## config.mk

```make
export PLATFORM = sky130hd
export DESIGN_NAME = pipeline_hazard_ctrl
export DESIGN_NICKNAME = d
export VERILOG_FILES = /design/src/rtl/pipeline_pkg.sv /design/src/rtl/forwarding_unit.sv /design/src/rtl/pipeline_hazard_ctrl.sv
export SDC_FILE = /design/constraint.sdc
export NUM_CORES = 1
export LEC_CHECK = 0
export CAP_MARGIN = 20
export CORE_ASPECT_RATIO = 0.7
export CORE_MARGIN = 4
export CORE_UTILIZATION = 45
export CTS_CLUSTER_DIAMETER = 40
export CTS_CLUSTER_SIZE = 24
export DETAILED_ROUTE_END_ITERATION = 8
export DONT_BUFFER_PORTS = 1
export SYNTH_ARGS = -nofsm -noshare
export SYNTH_HDL_FRONTEND = slang
export SYNTH_SLANG_ARGS = --single-unit
```

## constraint.sdc

```tcl
create_clock -name clk -period 2.3 [get_ports clk]
set_clock_uncertainty 0.2 [all_clocks]
set_input_delay 0.115 -clock clk [delete_from_list [all_inputs] [get_ports clk]]
set_output_delay 0.115 -clock clk [all_outputs]
set_load 0.05 [all_outputs]
```

## src/rtl/pipeline_pkg.sv

```systemverilog
// Shared types for the RV32 pipeline hazard controller: forwarding selects
// and hazard FSM states.
package pipeline_pkg;

    typedef enum logic [1:0] {
        FWD_REG   = 2'b00,
        FWD_EXMEM = 2'b01,
        FWD_MEMWB = 2'b10
    } fwd_sel_t;

    typedef enum logic [1:0] {
        RUN      = 2'b00,
        MEM_WAIT = 2'b01,
        TIMEOUT  = 2'b10
    } hz_state_t;

endpackage

```

## src/rtl/forwarding_unit.sv

```systemverilog
// EX-stage operand forwarding: picks the youngest in-flight producer of each
// ALU source register, never forwarding for x0.
module forwarding_unit
    import pipeline_pkg::*;
#(
    parameter int unsigned REG_ADDR_W = 5
) (
    input  logic [REG_ADDR_W-1:0] ex_rs1,
    input  logic [REG_ADDR_W-1:0] ex_rs2,
    input  logic [REG_ADDR_W-1:0] mem_rd,
    input  logic [REG_ADDR_W-1:0] wb_rd,
    input  logic                  mem_regWrite,
    input  logic                  wb_regWrite,
    output fwd_sel_t              fwd_a,
    output fwd_sel_t              fwd_b
);

    logic mem_valid;
    logic wb_valid;

    assign mem_valid = mem_regWrite && (mem_rd != '0);
    assign wb_valid  = wb_regWrite  && (wb_rd  != '0);

    // EX/MEM holds the more recent result, so it wins over MEM/WB
    always_comb begin
        fwd_a = FWD_REG;
        if (mem_valid && (mem_rd == ex_rs1)) begin
            fwd_a = FWD_EXMEM;
        end else if (wb_valid && (wb_rd == ex_rs1)) begin
            fwd_a = FWD_MEMWB;
        end
    end

    always_comb begin
        fwd_b = FWD_REG;
        if (mem_valid && (mem_rd == ex_rs2)) begin
            fwd_b = FWD_EXMEM;
        end else if (wb_valid && (wb_rd == ex_rs2)) begin
            fwd_b = FWD_MEMWB;
        end
    end

endmodule

```

## src/rtl/pipeline_hazard_ctrl.sv

```systemverilog
// Hazard and sequencing controller for the 5-stage RV32 pipeline: stage
// enables/flushes, memory wait-state FSM with timeout, forwarding, perf counters.
module pipeline_hazard_ctrl
    import pipeline_pkg::*;
#(
    parameter int unsigned MEM_TIMEOUT = 64,
    parameter int unsigned CNT_W       = 32,
    parameter int unsigned REG_ADDR_W  = 5
) (
    input  logic                  clk,
    input  logic                  reset,
    input  logic [REG_ADDR_W-1:0] id_rs1,
    input  logic [REG_ADDR_W-1:0] id_rs2,
    input  logic                  id_uses_rs1,
    input  logic                  id_uses_rs2,
    input  logic [REG_ADDR_W-1:0] ex_rs1,
    input  logic [REG_ADDR_W-1:0] ex_rs2,
    input  logic [REG_ADDR_W-1:0] ex_rd,
    input  logic                  ex_memRead,
    input  logic                  ex_branch_taken,
    input  logic [REG_ADDR_W-1:0] mem_rd,
    input  logic [REG_ADDR_W-1:0] wb_rd,
    input  logic                  mem_regWrite,
    input  logic                  wb_regWrite,
    input  logic                  mem_req,
    input  logic                  dmem_ready,
    output logic                  pc_en,
    output logic                  if_id_en,
    output logic                  id_ex_en,
    output logic                  ex_mem_en,
    output logic                  mem_wb_en,
    output logic                  if_id_flush,
    output logic                  id_ex_flush,
    output logic [1:0]            fwdA,
    output logic [1:0]            fwdB,
    output logic                  mem_timeout,
    output logic [CNT_W-1:0]      stall_cycles,
    output logic [CNT_W-1:0]      flush_events
);

    localparam int unsigned WAIT_W = $clog2(MEM_TIMEOUT + 2);
    localparam logic [WAIT_W-1:0] TIMEOUT_CNT = WAIT_W'(MEM_TIMEOUT);

    hz_state_t         state;
    logic [WAIT_W-1:0] wait_cnt;
    logic              freeze;
    logic              load_use;
    logic              branch_flush;
    fwd_sel_t          fwd_a_sel;
    fwd_sel_t          fwd_b_sel;

    forwarding_unit #(
        .REG_ADDR_W (REG_ADDR_W)
    ) u_fwd (
        .ex_rs1       (ex_rs1),
        .ex_rs2       (ex_rs2),
        .mem_rd       (mem_rd),
        .wb_rd        (wb_rd),
        .mem_regWrite (mem_regWrite),
        .wb_regWrite  (wb_regWrite),
        .fwd_a        (fwd_a_sel),
        .fwd_b        (fwd_b_sel)
    );

    assign fwdA = reset ? FWD_REG : fwd_a_sel;
    assign fwdB = reset ? FWD_REG : fwd_b_sel;

    assign freeze = ((state == RUN) && mem_req && !dmem_ready)
                 || ((state == MEM_WAIT) && !dmem_ready)
                 || (state == TIMEOUT);

    assign load_use = ex_memRead && (ex_rd != '0)
                   && ((id_uses_rs1 && (id_rs1 == ex_rd))
                    || (id_uses_rs2 && (id_rs2 == ex_rd)));

    // Priority: freeze > branch > load-use. A branch flush squashes the
    // younger load-use consumer anyway, so no stall is needed alongside it.
    always_comb begin
        pc_en        = 1'b0;
        if_id_en     = 1'b0;
        id_ex_en     = 1'b0;
        ex_mem_en    = 1'b0;
        mem_wb_en    = 1'b0;
        if_id_flush  = 1'b0;
        id_ex_flush  = 1'b0;
        branch_flush = 1'b0;
        if (!reset && !freeze) begin
            if (ex_branch_taken) begin
                pc_en        = 1'b1;
                if_id_en     = 1'b1;
                id_ex_en     = 1'b1;
                ex_mem_en    = 1'b1;
                mem_wb_en    = 1'b1;
                if_id_flush  = 1'b1;
                id_ex_flush  = 1'b1;
                branch_flush = 1'b1;
            end else if (load_use) begin
                id_ex_en    = 1'b1;
                ex_mem_en   = 1'b1;
                mem_wb_en   = 1'b1;
                id_ex_flush = 1'b1;
            end else begin
                pc_en     = 1'b1;
                if_id_en  = 1'b1;
                id_ex_en  = 1'b1;
                ex_mem_en = 1'b1;
                mem_wb_en = 1'b1;
            end
        end
    end

    always_ff @(posedge clk) begin
        if (reset) begin
            state        <= RUN;
            wait_cnt     <= '0;
            mem_timeout  <= 1'b0;
            stall_cycles <= '0;
            flush_events <= '0;
        end else begin
            case (state)
                RUN: begin
                    if (mem_req && !dmem_ready) begin
                        state    <= MEM_WAIT;
                        wait_cnt <= WAIT_W'(1);
                    end
                end
                MEM_WAIT: begin
                    if (dmem_ready) begin
                        state    <= RUN;
                        wait_cnt <= '0;
                    end else begin
                        if ((MEM_TIMEOUT != 0) && (wait_cnt == TIMEOUT_CNT)) begin
                            state       <= TIMEOUT;
                            mem_timeout <= 1'b1;
                        end
                        // saturate so a disabled timeout never wraps the count
                        if (wait_cnt != '1) begin
                            wait_cnt <= wait_cnt + WAIT_W'(1);
                        end
                    end
                end
                TIMEOUT: begin
                    mem_timeout <= 1'b1;
                end
                default: begin
                    state    <= RUN;
                    wait_cnt <= '0;
                end
            endcase

            if (!pc_en && (stall_cycles != '1)) begin
                stall_cycles <= stall_cycles + CNT_W'(1);
            end
            if (branch_flush && (flush_events != '1)) begin
                flush_events <= flush_events + CNT_W'(1);
            end
        end
    end

endmodule

```

==> results of run 1 <==
-- cell families after synthesis --
| logic type | count (synthesis) | share of synthesized area (%) |
|---|---|---|
| compound gates | 92 | 13.5 |
| xor+xnor | 58 | 12.1 |
| fa+ha+maj | 4 | 1.19 |
| buf+inv | 39 | 4.70 |
| flops | 74 | 35.3 |
| mux | 5 | 1.28 |
| simple gates | 232 | 32.0 |
-- repair_timing --
item,CTS,global route
hold endpoints to repair,74,0
setup buffers,0,4
resized for setup,0,11
setup endpoints to repair,0,32
hold buffers,10,0
-- Yosys cell counts (2+ instances only) --
library cell,number,area share (%)
or4_1,25,4.5
nand4_2,2,0.60
buf_1,2,0.18
xor2_1,14,2.9
ha_1,4,1.2
o2111ai_1,2,0.42
nand2_1,26,2.3
nand4_1,20,3.0
nor2_1,44,3.9
a21oi_1,41,4.9
inv_1,12,1.1
nor3b_1,2,0.36
clkbuf_1,8,0.71
o21ai_1,7,0.83
mux2i_1,2,0.48
dfxtp_1,74,35
nand3_1,25,3.0
nor2b_1,6,0.89
o21ai_0,12,1.4
o21a_1,2,0.36
xnor2_1,44,9.2
buf_4,10,1.8
nor4_2,2,0.60
and2_1,3,0.45
mux2_1,3,0.80
or3_4,2,0.54
or3b_2,2,0.42
or3_1,13,1.9
nor4b_1,2,0.42
nor3_1,17,2.0
and3_1,12,1.8
o31ai_1,21,3.8
buf_2,5,0.60
or2_2,2,0.30
and4_1,5,1.0
nor4_1,15,2.2
-- worst paths after layout --
path,startpoint,endpoint,slack (ps),depth (start not counted)
worst min register to register,wait_cnt[1],wait_cnt[1],290,2
worst max register to register,stall_cycles[0],stall_cycles[23],100,8
worst max-delay path,stall_cycles[0],stall_cycles[23],100,8
worst min-delay path,reset,stall_cycles[3],60,3
-- area by class of cell --
class	instances	area [µm²]
inverters	13	48.8
multi-input cells	391	2600
fillers	802	3520
clock inverters	5	27.5
clock buffers	11	254
well taps	124	155
flip-flops and latches	74	1540
repair buffers	110	931
-- registers in the layout, summed over array words and instances, names as in the netlist --
name	count
state	2
mem_timeout	1
stall_cycles	32
wait_cnt	7
flush_events	32
-- metal layers --
metal,up-vias,track usage [%]
li1,2050,-
met1,1945,28.1
met2,145,32.7
met3,9,6.52
met4,0,4.92
met5,-,0
-- worst register-to-register path: stages (launching register included) --
cell and delay [ps]:
dfxtp_4 360, ha_2 200, nand4_1 190, nor2_4 60, buf_4 140, a211oi_4 370, nand4_1 160, or3_1 350
a21oi_2 130
-- power groups by stage --
| stage | registers (mW) | logic [mW] | clock network (mW) |
|---|---|---|---|
| after CTS | 1.29 | 0.279 | 1.35 |
| after global placement | 1.32 | 0.230 | 0 |
| after detailed placement | 1.32 | 0.237 | 0 |
| after global routing | 1.30 | 0.301 | 1.40 |
| final | 1.29 | 0.279 | 1.31 |
| after floorplan | 1.34 | 0.179 | 0 |
-- through the flow --
stage                     area, µm²  util, %
after floorplan                4290        -
after global placement         5070     55.8
after detailed placement       5070     55.8
after CTS                      5480     60.4
after global routing           5550     61.2
final                          5550     61.2
==> flow_summary_export.csv, run 1 <==
group,metric,value,unit
outcome,status,"completed",
worst_setup_path,slowest_stage,"a211oi_4",
timing,maxSlewViolCount,0,
placement,dpl.hpwl,8.39,mm
cells_and_area,final_cell_mix,"buf_4, xnor2_1, nor2_1",
timing,max_freq,454,MHz
worst_setup_path,crit_fanout,5,
placement,placed_cells,698,
synthesis,syn_area,0.00420,mm²
grt,grt_use_total,20.8,%
worst_setup_path,start_kind,"register",
cells_and_area,finalNonFillerCells,728,
worst_setup_path,critPathKind,"register to register",
floorplanning,fp-row-count,29,
drt,drt_iter0_markers,309,
grt,grt_pass1_wl,18.5,mm
synthesis,ys_types,52,
drt,wire_per_inst,15.6,µm
worst_setup_path,cp_slowest_stage_delay,370,ps
power_and_ir_drop,power.density,519,mW/mm²
timing,holdWs,62.4,ps
synthesis,avgSynthCellArea,8.34,µm²
worst_setup_path,path_common_cell,"nand4_1",
floorplanning,start_util,46.3,%
cells_and_area,antenna_cells,0,
worst_setup_path,worstPathRequired,2370,ps
timing,timing.final.crit_share,95.8,%
timing,rsz0062_at_grt,"true",
grt,grt_max_degree,64,
power_and_ir_drop,power.internal,2.19,mW
synthesis,ys_seq_area_share,35.3,%
floorplanning,die_w,123,µm
synthesis,ys_seq_elements,74,
power_and_ir_drop,power,2.88,mW
cells_and_area,layout.nets,648,
clock_tree,clk_path_buf_depth,2,
cells_and_area,final_common_cell,"buf_4",
worst_setup_path,cp_top_family,"simple AND/OR/NAND/NOR gates",
drt,met2WireLength,5.11,mm
synthesis,syn_nets,553,
drt,highest_layer,"met4",
power_and_ir_drop,power.leakage,1.98,nW
drt,met3_length,948,µm
power_and_ir_drop,p_seq_share,44.9,%
synthesis,synth_edf_count,0,
drt,via_count,4149,
synthesis,syn_inst,504,
synthesis,synth_warnings,0,
hold_path,hp-class,"primary input to register",
grt,grt_pass1_vias,3869,
power_and_ir_drop,clkPwrFrac,45.5,%
drt,drc_errors,0,
clock_tree,cts_tree,"done",
timing,slew_headroom,60.6,%
placement,place_worst_setup_slack,30.8,ps
floorplanning,ios,121,
cells_and_area,area_growth,32.2,%
power_and_ir_drop,ir_drop,0.000436,V
timing,setup-violations-final,0,
grt,grt_remaining_overflow,0,
flow_run,drv_cap,0,
timing,final_hold_viol_count,0,
placement,routabilityCongestion,0.815,
power_and_ir_drop,power_frac_comb,9.7,%
clock_tree,root_buffer,"clkbuf_16",
clock_tree,clk_latency,330,ps
drt,drt_first_pass_iters,4,
power_and_ir_drop,swShare,24.2,%
timing,min_period,2200,ps
placement,port_buffers,0,
grt,antenna_found_initial,0,
clock_tree,cts-htree-levels,3,
drt,m1WireLength,5.20,mm
clock_tree,path_clk_slew,60,ps
synthesis,synth_ff_type,"dfxtp_1",
drt,totalWireLength,11.4,mm
clock_tree,clock-sinks,74,
timing,fin_tns_setup,0,ps
timing,tightest_slew,590,ps
power_and_ir_drop,power.switching,698,µW
worst_setup_path,crit_path_cell_trace,"ha_2 -> nand4_1 -> nor2_4 -> buf_4 -> a211oi_4 -> nand4_1 -> or3_1 -> a21oi_2",
worst_setup_path,arrival,2270,ps
floorplanning,die_y,88.8,µm
clock_tree,cts_buffers,9,
synthesis,async_reset_ff_share,0,%
timing,worst_slack,96.8,ps
floorplanning,core,0.00907,mm²
cells_and_area,drive_gt1_share,29.6,%
drt,vias_per_cell,5.70,
worst_setup_path,end_kind,"register",
worst_setup_path,critPathBufInv,1,
floorplanning,die_area,0.0110,mm²
drt,ant_nets,0,
No activity file was read; power rests on OpenSTA's default activity.
==> inputs of run 2 (changes only) <==
- clock period: 2.3 -> 2.4 ns (I/O delays scaled with it)
==> run 2 against run 1 <==
Compared with the run above:
- power up 7.3%
- cell count down 1.2%
- wire length increased by 3.4%
- sequential cell count is the same
- register-to-register slack got worse by 20 ps
- largest power group unchanged
- die area unchanged
- critical path type is now primary input to register
- setup slack worse by 25 ps
- critical path depth is the same
==> flow_summary_export.csv, run 2 (synthesized netlist as in run 1, its figures left out) <==
group,metric,value,unit
placement,routabilityCongestion,0.854,
clock_tree,cts-htree-levels,3,
drt,via_count,4155,
timing,rsz0062_at_grt,"false",
floorplanning,fp-row-count,29,
floorplanning,ios,121,
hold_path,min_to,"flush_events[1]",
clock_tree,cts_buffers,9,
power_and_ir_drop,power_frac_comb,8.5,%
power_and_ir_drop,clkPwrFrac,51.2,%
placement,dpl.hpwl,8.51,mm
worst_setup_path,reg2reg_depth,7,
cells_and_area,register_area,0.00150,mm²
grt,grt_remaining_overflow,0,
hold_path,min_from,"ex_branch_taken",
power_and_ir_drop,ir_drop,0.000337,V
timing,min_period,2330,ps
drt,ant_nets,0,
worst_setup_path,crit_fanout,45,
clock_tree,path_clk_slew,60,ps
power_and_ir_drop,power,3.09,mW
placement,port_buffers,0,
drt,drc_errors,0,
grt,grt_pass1_wl,19.0,mm
drt,wire_per_inst,16.3,µm
clock_tree,root_buffer,"clkbuf_16",
floorplanning,die_y,88.8,µm
cells_and_area,layout.nets,639,
cells_and_area,final_common_cell,"buf_4",
grt,antenna_found_initial,0,
power_and_ir_drop,power.density,563,mW/mm²
clock_tree,clk_path_buf_depth,2,
grt,grt_pass1_vias,3924,
power_and_ir_drop,power.leakage,1.97,nW
hold_path,hold_path_depth,5,
worst_setup_path,start_kind,"primary input",
floorplanning,die_area,0.0110,mm²
power_and_ir_drop,power.switching,684,µW
cells_and_area,drive_gt1_share,24.9,%
drt,vias_per_cell,5.78,
clock_tree,clk_latency,330,ps
cells_and_area,area_growth,30.8,%
timing,tightest_slew,667,ps
outcome,status,"completed",
floorplanning,die_w,123,µm
worst_setup_path,reg2reg_from,"state[1]",
cells_and_area,multi_input_area,0.00257,mm²
worst_setup_path,r2r_end,"stall_cycles[20]",
drt,totalWireLength,11.8,mm
clock_tree,cts_tree,"done",
drt,drt_iter0_markers,307,
worst_setup_path,arrival,2390,ps
timing,holdWs,111,ps
power_and_ir_drop,power.internal,2.41,mW
floorplanning,core,0.00907,mm²
grt,grt_use_total,21.7,%
floorplanning,start_util,46.3,%
timing,max_freq,429,MHz
power_and_ir_drop,swShare,22.1,%
timing,maxSlewViolCount,0,
worst_setup_path,worstPathRequired,2460,ps
power_and_ir_drop,p_seq_share,40.3,%
drt,drt_first_pass_iters,5,
cells_and_area,antenna_cells,0,
cells_and_area,reg.largest.list,"flush_events (32), stall_cycles (32), wait_cnt (7)",
worst_setup_path,end_kind,"register",
cells_and_area,fillCellCount,795,
worst_setup_path,r2r_slack,80,ps
worst_setup_path,critPathKind,"primary input to register",
timing,final_hold_viol_count,0,
hold_path,hp-class,"primary input to register",
cells_and_area,fin_util,60.6,%
grt,grt_max_degree,64,
timing,setup-violations-final,0,
timing,timing.final.crit_share,97.0,%
timing,slew_headroom,55.4,%
flow_run,drv_cap,0,
cells_and_area,final_cell_mix,"buf_4, dfxtp_1, xnor2_1",
clock_tree,clock-sinks,74,
[run 2: what timing repair did]
item                                    in CTS  in global routing
hold buffers                                10                  0
setup buffers                                0                  0
hold endpoints to repair                    74                  0
gates resized for setup                      0                  7
endpoints found under the setup margin       0                 20
[run 2: layer usage]
| metal | vias up | GRT usage [%] | wire length, µm |
|---|---|---|---|
| met5 | - | 0 | 0 |
| met4 | 0 | 4.82 | 57 |
| met3 | 5 | 7.16 | 947 |
| met2 | 148 | 34.3 | 5360 |
| met1 | 1972 | 29.0 | 5390 |
| li1 | 2030 | - | - |
[run 2: through the flow]
stage / setup WS, ps / setup TNS (ps) / instances / cell area [µm²]
after global placement: 135 / 0 / 693 / 4980
final: 71.6 / 0 / 719 / 5500
after global routing: 0.990 / 0 / 719 / 5500
after detailed placement: 87.9 / 0 / 693 / 4980
after CTS: 3.82 / 0 / 719 / 5470
after floorplan: -89.9 / -328 / 504 / 4240
[run 2: cell type report]
class / instances / share of cell area [%]
Clock buffer: 11 / 4.60
Multi-Input combinational cell: 391 / 46.9
Tap cell: 124 / 2.82
Sequential cell: 74 / 27.3
Timing Repair Buffer: 101 / 15.7
Inverter: 13 / 0.888
Clock inverter: 5 / 1.82
[run 2: how the worst max path moves through the flow]
stage | start | to | slack [ps] | cells after the start
after detailed placement | stall_cycles[0] | stall_cycles[13] | 90 | 7
after global placement | state[1] | stall_cycles[20] | 130 | 7
after CTS | reset | fwdB[1] | 4 | 7
after floorplan | stall_cycles[6] | stall_cycles[23] | -90 | 6
final | dmem_ready | stall_cycles[20] | 70 | 8
after global routing | state[1] | stall_cycles[9] | 1 | 7
[run 2: power by group through the flow]
stage                     registers (mW)  logic (mW)  clock network (mW)
after detailed placement            1.27       0.220                   0
after floorplan                     1.29       0.169                   0
after global routing                1.25       0.286                1.66
final                               1.25       0.263                1.58
after global placement              1.27       0.215                   0
after CTS                           1.25       0.260                1.61
[run 2: critical path, cell delays in order]
cell and delay (ps):
dlygate4sd3_1 570, or2_1 280, o21ai_1 270, nor2_4 50, a21boi_4 170, buf_12 200, or4_1 530, a21oi_1 180
